===== config.mk =====
export PLATFORM = sky130hd
export DESIGN_NAME = serial_subtractor
export DESIGN_NICKNAME = d
export VERILOG_FILES = /design/src/rtl/serial_subtractor.sv
export SDC_FILE = /design/constraint.sdc
export NUM_CORES = 1
export LEC_CHECK = 0
export CAP_MARGIN = 20
export CORE_MARGIN = 10
export CORE_UTILIZATION = 42
export DETAILED_ROUTE_END_ITERATION = 12
export PLACE_DENSITY = 0.64
export SETUP_SLACK_MARGIN = 0.5
export SLEW_MARGIN = 25
export SYNTH_ARGS = -nofsm -noshare
export SYNTH_HDL_FRONTEND = slang
export SYNTH_HIERARCHICAL = 1
export SYNTH_SLANG_ARGS = --single-unit

===== constraint.sdc =====
create_clock -name clk -period 1.62 [get_ports clk]
set_clock_uncertainty 0.05 [all_clocks]
set_input_delay 0.324 -clock clk [delete_from_list [all_inputs] [get_ports clk]]
set_output_delay 0.324 -clock clk [all_outputs]
set_load 0.01 [all_outputs]

===== src/rtl/serial_subtractor.sv =====
// serial_subtractor: bit-serial WIDTH-bit subtractor, diff = a - b - bin.
// One full-subtractor stage processes one bit per clock, LSB first.
//
// Ports:
//   clk    rising-edge clock
//   rst_n  asynchronous active-low reset
//   start  request, accepted only while busy=0
//   a, b   minuend / subtrahend, captured on the accepting edge
//   bin    borrow-in, captured on the accepting edge
//   busy   high in SHIFT and DONE
//   done   one-cycle pulse when diff/bout carry a new result
//   diff   registered result (held between operations)
//   bout   registered borrow-out of the MSB
//   ovf    (only with SERIAL_SUBTRACTOR_OVF_EN) signed overflow, registered
//
// Optional feature macro: SERIAL_SUBTRACTOR_OVF_EN

// Single-bit full subtractor stage.
module serial_subtractor_fs (
  input  logic x,
  input  logic y,
  input  logic bi,
  output logic d,
  output logic bo
);
  assign d  = x ^ y ^ bi;
  assign bo = (~x & y) | (~(x ^ y) & bi);
endmodule

module serial_subtractor #(
  parameter int WIDTH = 8
) (
  input  logic             clk,
  input  logic             rst_n,
  input  logic             start,
  input  logic [WIDTH-1:0] a,
  input  logic [WIDTH-1:0] b,
  input  logic             bin,
  output logic             busy,
  output logic             done,
  output logic [WIDTH-1:0] diff,
  output logic             bout
`ifdef SERIAL_SUBTRACTOR_OVF_EN
  ,
  output logic             ovf
`endif
);

  localparam int CW = $clog2(WIDTH + 1);

  typedef enum logic [1:0] {IDLE, SHIFT, DONE} state_t;

  state_t           state, state_nx;
  logic [WIDTH-1:0] sa, sb, rs, rs_nx;
  logic             br, br_nx, d;
  logic [CW-1:0]    cnt;
  logic             last;

  serial_subtractor_fs u_fs (
    .x  (sa[0]),
    .y  (sb[0]),
    .bi (br),
    .d  (d),
    .bo (br_nx)
  );

  // Result bits enter at the MSB so after WIDTH shifts rs is aligned.
  generate
    if (WIDTH == 1) begin : g_rs1
      assign rs_nx = d;
    end else begin : g_rsn
      assign rs_nx = {d, rs[WIDTH-1:1]};
    end
  endgenerate

  assign last = (cnt == CW'(WIDTH - 1));

  always_ff @(posedge clk or negedge rst_n) begin
    if (!rst_n) state <= IDLE;
    else        state <= state_nx;
  end

  always_comb begin
    state_nx = state;
    busy     = 1'b0;
    done     = 1'b0;
    case (state)
      IDLE:  if (start) state_nx = SHIFT;
      SHIFT: begin
        busy = 1'b1;
        if (last) state_nx = DONE;
      end
      DONE:  begin
        busy     = 1'b1;
        done     = 1'b1;
        state_nx = IDLE;
      end
      default: state_nx = IDLE;
    endcase
  end

  always_ff @(posedge clk or negedge rst_n) begin
    if (!rst_n) begin
      sa   <= '0;
      sb   <= '0;
      rs   <= '0;
      br   <= 1'b0;
      cnt  <= '0;
      diff <= '0;
      bout <= 1'b0;
`ifdef SERIAL_SUBTRACTOR_OVF_EN
      ovf  <= 1'b0;
`endif
    end else begin
      case (state)
        IDLE: if (start) begin
          sa  <= a;
          sb  <= b;
          br  <= bin;
          cnt <= '0;
        end
        SHIFT: begin
          sa  <= sa >> 1;
          sb  <= sb >> 1;
          br  <= br_nx;
          rs  <= rs_nx;
          cnt <= cnt + CW'(1);
          // Outputs update only here, so partial results never show.
          if (last) begin
            diff <= rs_nx;
            bout <= br_nx;
`ifdef SERIAL_SUBTRACTOR_OVF_EN
            // br is the borrow into the MSB on this edge.
            ovf  <= br ^ br_nx;
`endif
          end
        end
        default: ;
      endcase
    end
  end

endmodule


After elaboration in Yosys (flattened, before gate mapping):

Cells that the tools add are included.

* multipliers: 0
* magnitude comparators: 0
* shift-type cells: 0
* div/mod/pow operators: 0
* mux-type cells: 13
* bitwise gates (word level): 7
* reduce and logical (&&, ||, !) cells: 6
* equality and inequality tests: 5
* add/subtract/negate cells: 1

Operators by type and width (number)
* case mux 8 bit (2 select lines): 2
* two-way mux 8 bit: 2
* case mux 4 bit (2 select lines): 1
* AND reduction 2 bit: 3
* adder 4 x 1 -> 4 bit, second input constant: 1
* == test 4 x 3 -> 1 bit, second input constant: 1
* two-way mux 2 bit: 2
* two-way mux 4 bit: 1
* != test 2 bit, second input constant: 2
* case mux 2 bit (2 select lines): 1
* two-way mux 1 bit: 3
* AND 1 bit: 2
* == test 2 x 1 -> 1 bit, second input constant: 1
* == test 2 bit, second input constant: 1
* zero test 2 bit: 1
* inverter 1 bit: 2
* case mux 1 bit (2 select lines): 1
* nonzero test 2 bit: 1
* OR reduction 2 bit: 1
* XOR 1 bit: 2
* bitwise OR 1 bit: 1

* memories kept: 0
* ROM bits: 0
* input bits: 20
* output and inout port bits: 11
* memory bits (writable): 0
* flip-flop bits (word level): 40
* word-level logic and storage cells: 40
* latch bits: 0

Logic depth before layout (Yosys ltp):

* depth in word-level cells: 5
* gate-level depth with buffers: 7
* gate-level depth less buffers: 5

Cells and area by module:

The synthesis kept the hierarchy.

Modules (own cells, without submodules)
* serial_subtractor: instances 1, area an instance 1749.2 µm², cells each 143, sequential area each 975.9 µm²
* serial_subtractor_fs: instances 1, area an instance 31.3 µm², cells each 4, sequential area each 0.0 µm²

Worst setup path after synthesis:

No wires, ideal clock.

* path kind: reg2reg
* start point: register state[1]
* end point: register bout
* setup slack: 0.052 ns
* library setup time: 0.125 ns
* cell stages (with the launch flop): 8
* arrival time: 1.393 ns
* data required time: 1.445 ns
* path buffers: 2
* clock period less this slack: 1.568 ns
* cell sequence: dfrtp_1 > inv_1 > ha_1 > buf_2 > inv_2 > or2_1 > buf_6 > mux2_4

* word-level cells in the longest chain between the ends: 2

Ends and longest elaborated chain
* start, declared: line 53 `state_t state, state_nx;`
* start signal, assigned: line 80 `else state <= state_nx;`
* == test 2 x 1 -> 1 bit: line 115 `case (state)`
* AND reduction 2 bit (no line)
* end signal, assigned: line 131 `bout <= br_nx;`
* end, declared: line 42 `output logic bout`

Every way passes these cells.
A chain may end at the register's enable or synchronous reset.

Worst setup path after layout:

* start point: register state[0]
* end point: register sa[7]

* word-level cells in the longest chain between the ends: 3
* elaborated cells between the ends (all ways): 6
* classes of those cells: 2 x eq/ne; 1 x mux; 3 x reduce/logical

Ends and longest elaborated chain
* == test 2 x 1 -> 1 bit / zero test 2 bit (equally long branches): line 115
* nonzero test 2 bit (no line) / != test 2 bit (equally long branches)
* AND reduction 2 bit (no line)
* end signal, assigned: line 123 `sa <= sa >> 1;`
* end, declared: line 54 `logic [WIDTH-1:0] sa, sb, rs, rs_nx;`

Several ways; a longest one is shown, not always the timed one.

==> summary.md <==
| Metric | Value |
|---|---|
| DR iter-0 viols | 39 |
| Final Core Density | 0.708 |
| Reg-to-Reg Start | state[0] |
| Hold Path Class | primary input to async pin |
| Crit. End Element | flop |
| Status | finished clean |
| Later-pin clock latency in the skew report | 0.30 ns |
| F_max | 621 MHz |
| Buf+Inv Stages, Crit Path | 4 |
| Power Density | 1910 mW/mm^2 |
| Crit path max-delay family | buffers and inverters |
| H-Tree Depth | 2 |
| Vias in the first global route | 1438 |
| Number of flops mapped to enable cells by yosys | 0 |
| Largest net degree at the start of global routing | 24 |
| VDD IR max | 1.08 mV |
| Reg area | 976 um^2 |
| Floorplan row count | 23 |
| DR vias/cell | 5.07 |
| Fillers | 248 |
| Reg2Reg Depth | 8 |
| Mux cell area share after synthesis | 0.210 |
| Reg-to-Reg End | sa[7] |
| Post-synthesis sequential area ratio | 0.548 |
| Clock Tree Root | clkbuf_8 |
| CP Data Arrival Time | 1.77 ns |
| DP Cell Count | 228 |
| Max_slew headroom | 0.710 |
| M1 GR Usage | 0.129 |
| Post-DR wirelength/cell | 17.7 um |
| Setup TNS | 0 ns |
| Hold WS | 0.438 ns |
| Clock sinks | 39 |
| GRT Max-Usage Layer | met2 |
| Num CTS Buffers | 5 |
| DRC Markers | 0 |
| Gr ovfl total | 0 |
| Die Y | 85.1 um |
| Critical path type | flop to flop |
| Slew @ Worst Pin | 0.434 ns |
| Worst setup margin | 0.00872 ns |
| Final ANT Viol Nets | 0 |
| Final Slew Violations | 0 |
| Largest stage delay, worst path | 0.41 ns |
| Final HPWL DP | 2780 um |
| Library cells used by synthesis | 25 |
| Ys Warns | 6 |
| CORE AREA | 0.00406 mm^2 |
| Clock Pin Slew Worst Setup and Hold Paths | 0.08 ns |
| GR Util All Layers | 0.122 |
| Reg-to-reg setup timing slack | 0.009 ns |
| Crit-path cells | buf_6 > ha_4 > buf_6 > mux2i_4 > buf_6 > buf_12 > nand2_4 > o21ai_2 |
| Unrepaired setup endpoints after global routing | true |
| Finished Layout Cells | 268 |
| WL final | 4750 um |
| Synth Area in Adders | 0.0394 |
| Compound-Gate Fraction of Synth Area | 0.0822 |
| Worst Path Required | 1.78 ns |
| #FFs+latches synth | 39 |
| Post-synthesis xor/xnor area fraction | 0 |
| Fraction of layout cells with a size suffix above 1 | 0.555 |
| CTS tree | done |
| Most common cell after layout, fill and taps aside | dfrtp_1 |
| Ports | 31 |
| Initial antenna violation count | 0 |
| Dpl ws | -0.119 ns |
| Syn_nets | 172 |
| Die ar. | 0.00724 mm^2 |
| First drt pass iteration count | 4 |
| # diodes | 0 |
| Grt met2 use | 0.225 |
| Starting density of the core | 0.439 |
| Period utilization | 0.995 |
| Most frequent cells in the layout | 39 x dfrtp_1, 18 x clkdlybuf4s50_1, 18 x buf_6, 18 x buf_4, 15 x mux2i_1 |
| Most frequent CP cell | buf_6 |
| GP Congestion | 0.725 |
| Crit-path slowest cell | dfrtp_1 |
| Final #Nets | 242 |
| Vias | 1360 |
| Port Buffers | 30 |
| Synth async-reset ratio | 1.00 |
| Footprint of the multi-input gates | 938 um^2 |
| Simple-gate share of the synthesized area | 0.0794 |
| Fraction of met3 tracks used by global routing | 0.0392 |
| Final setup vio count | 0 |
| Area Growth Syn to Fin | 61.3% |
| Leak Pwr | 1.37 nW |
| Largest fanout on the critical path | 6 |
| Synthesized area | 0.00178 mm^2 |
| Ys flop type | dfrtp_1 |
| Crit start category | flop |
| Minimum clock period | 1.61 ns |
| First-pass GRT wire length | 7090 um |
| Largest family of logic cells by synthesized area | multiplexers |
| Syn Inst Count | 147 |
| Fin. Hold Viols | 0 |
| Die width | 85.1 um |
| Max Cap Violations | 0 |
| Mean Syn Cell Area | 12.1 um^2 |
| Maximum clock path buffer count | 2 |
## worst max path at each step
stage / start / end / slack, ns / depth (start not counted)
finish: state[0] / sa[7] / 0.009 / 8
global route: state[0] / sa[7] / -0.04 / 8
CTS: state[0] / sa[5] / 0.06 / 8
detailed placement: state[0] / busy / -0.12 / 3
global placement: state[0] / busy / -0.07 / 3
floorplan: cnt[0] / bout / 0.11 / 5
## Yosys cell counts (all sizes together), types with 2 or more instances
cell | n | area (um^2)
o21ai | 18 | 90.1
nand3b | 2 | 15.0
ha | 4 | 50.1
dfrtp | 39 | 976
nand2b | 4 | 25.0
mux2 | 16 | 214
inv | 6 | 22.5
mux2i | 16 | 160
nand2 | 21 | 78.8
buf | 8 | 46.3
a22oi | 2 | 15.0
## metrics by stage
step	power, mW	instance area, um^2
final	5.48	2870
after global routing	5.83	2870
after CTS	4.72	2580
after detailed placement	3.53	2220
after global placement	3.41	2220
after floorplan	2.90	1820
## logic make-up (layout without fill, tap and decap cells)
family          after synthesis  after routing
flops                        39             39
fa+ha+maj                     5              5
compound gates               25             25
simple gates                 31             32
mux                          32             32
buf+inv                      15             85
## metal layers
| metal | part of all wire | routed length (um) |
|---|---|---|
| met1 | 0.41 | 1960 |
| met4 | 0.0097 | 46 |
| met5 | 0 | 0 |
| met2 | 0.55 | 2600 |
| met3 | 0.031 | 148 |
## sequential cells by signal (all words and copies together), names as in the netlist
signal / flops
diff: 8
sa: 8
sb: 8
rs: 7
cnt: 4
state: 2
bout: 1
br: 1
## cell type report
type,instances,area share
sequential,39,0.340
timing repair buffer,71,0.274
clock inverter,2,0.00436
multi-input combinational,94,0.327
inverter,6,0.00784
clock buffer,6,0.0253
tap,50,0.0218
## timing repair
item,4_1_cts,5_1_grt
setup buffers,18,6
hold buffers,1,0
pin swaps,7,19
setup endpoints to repair,50,50
hold endpoints to repair,16,0
gates resized for setup,77,39
gates cloned,3,4
## report_power, final
part,switching (mW),internal (mW),leakage (nW)
clock network,0.342,0.301,0.0412
logic,1.29,1.83,0.835
registers,0.321,1.40,0.498
total,1.95,3.53,1.37
No activity file was read; power rests on OpenSTA's default activity.
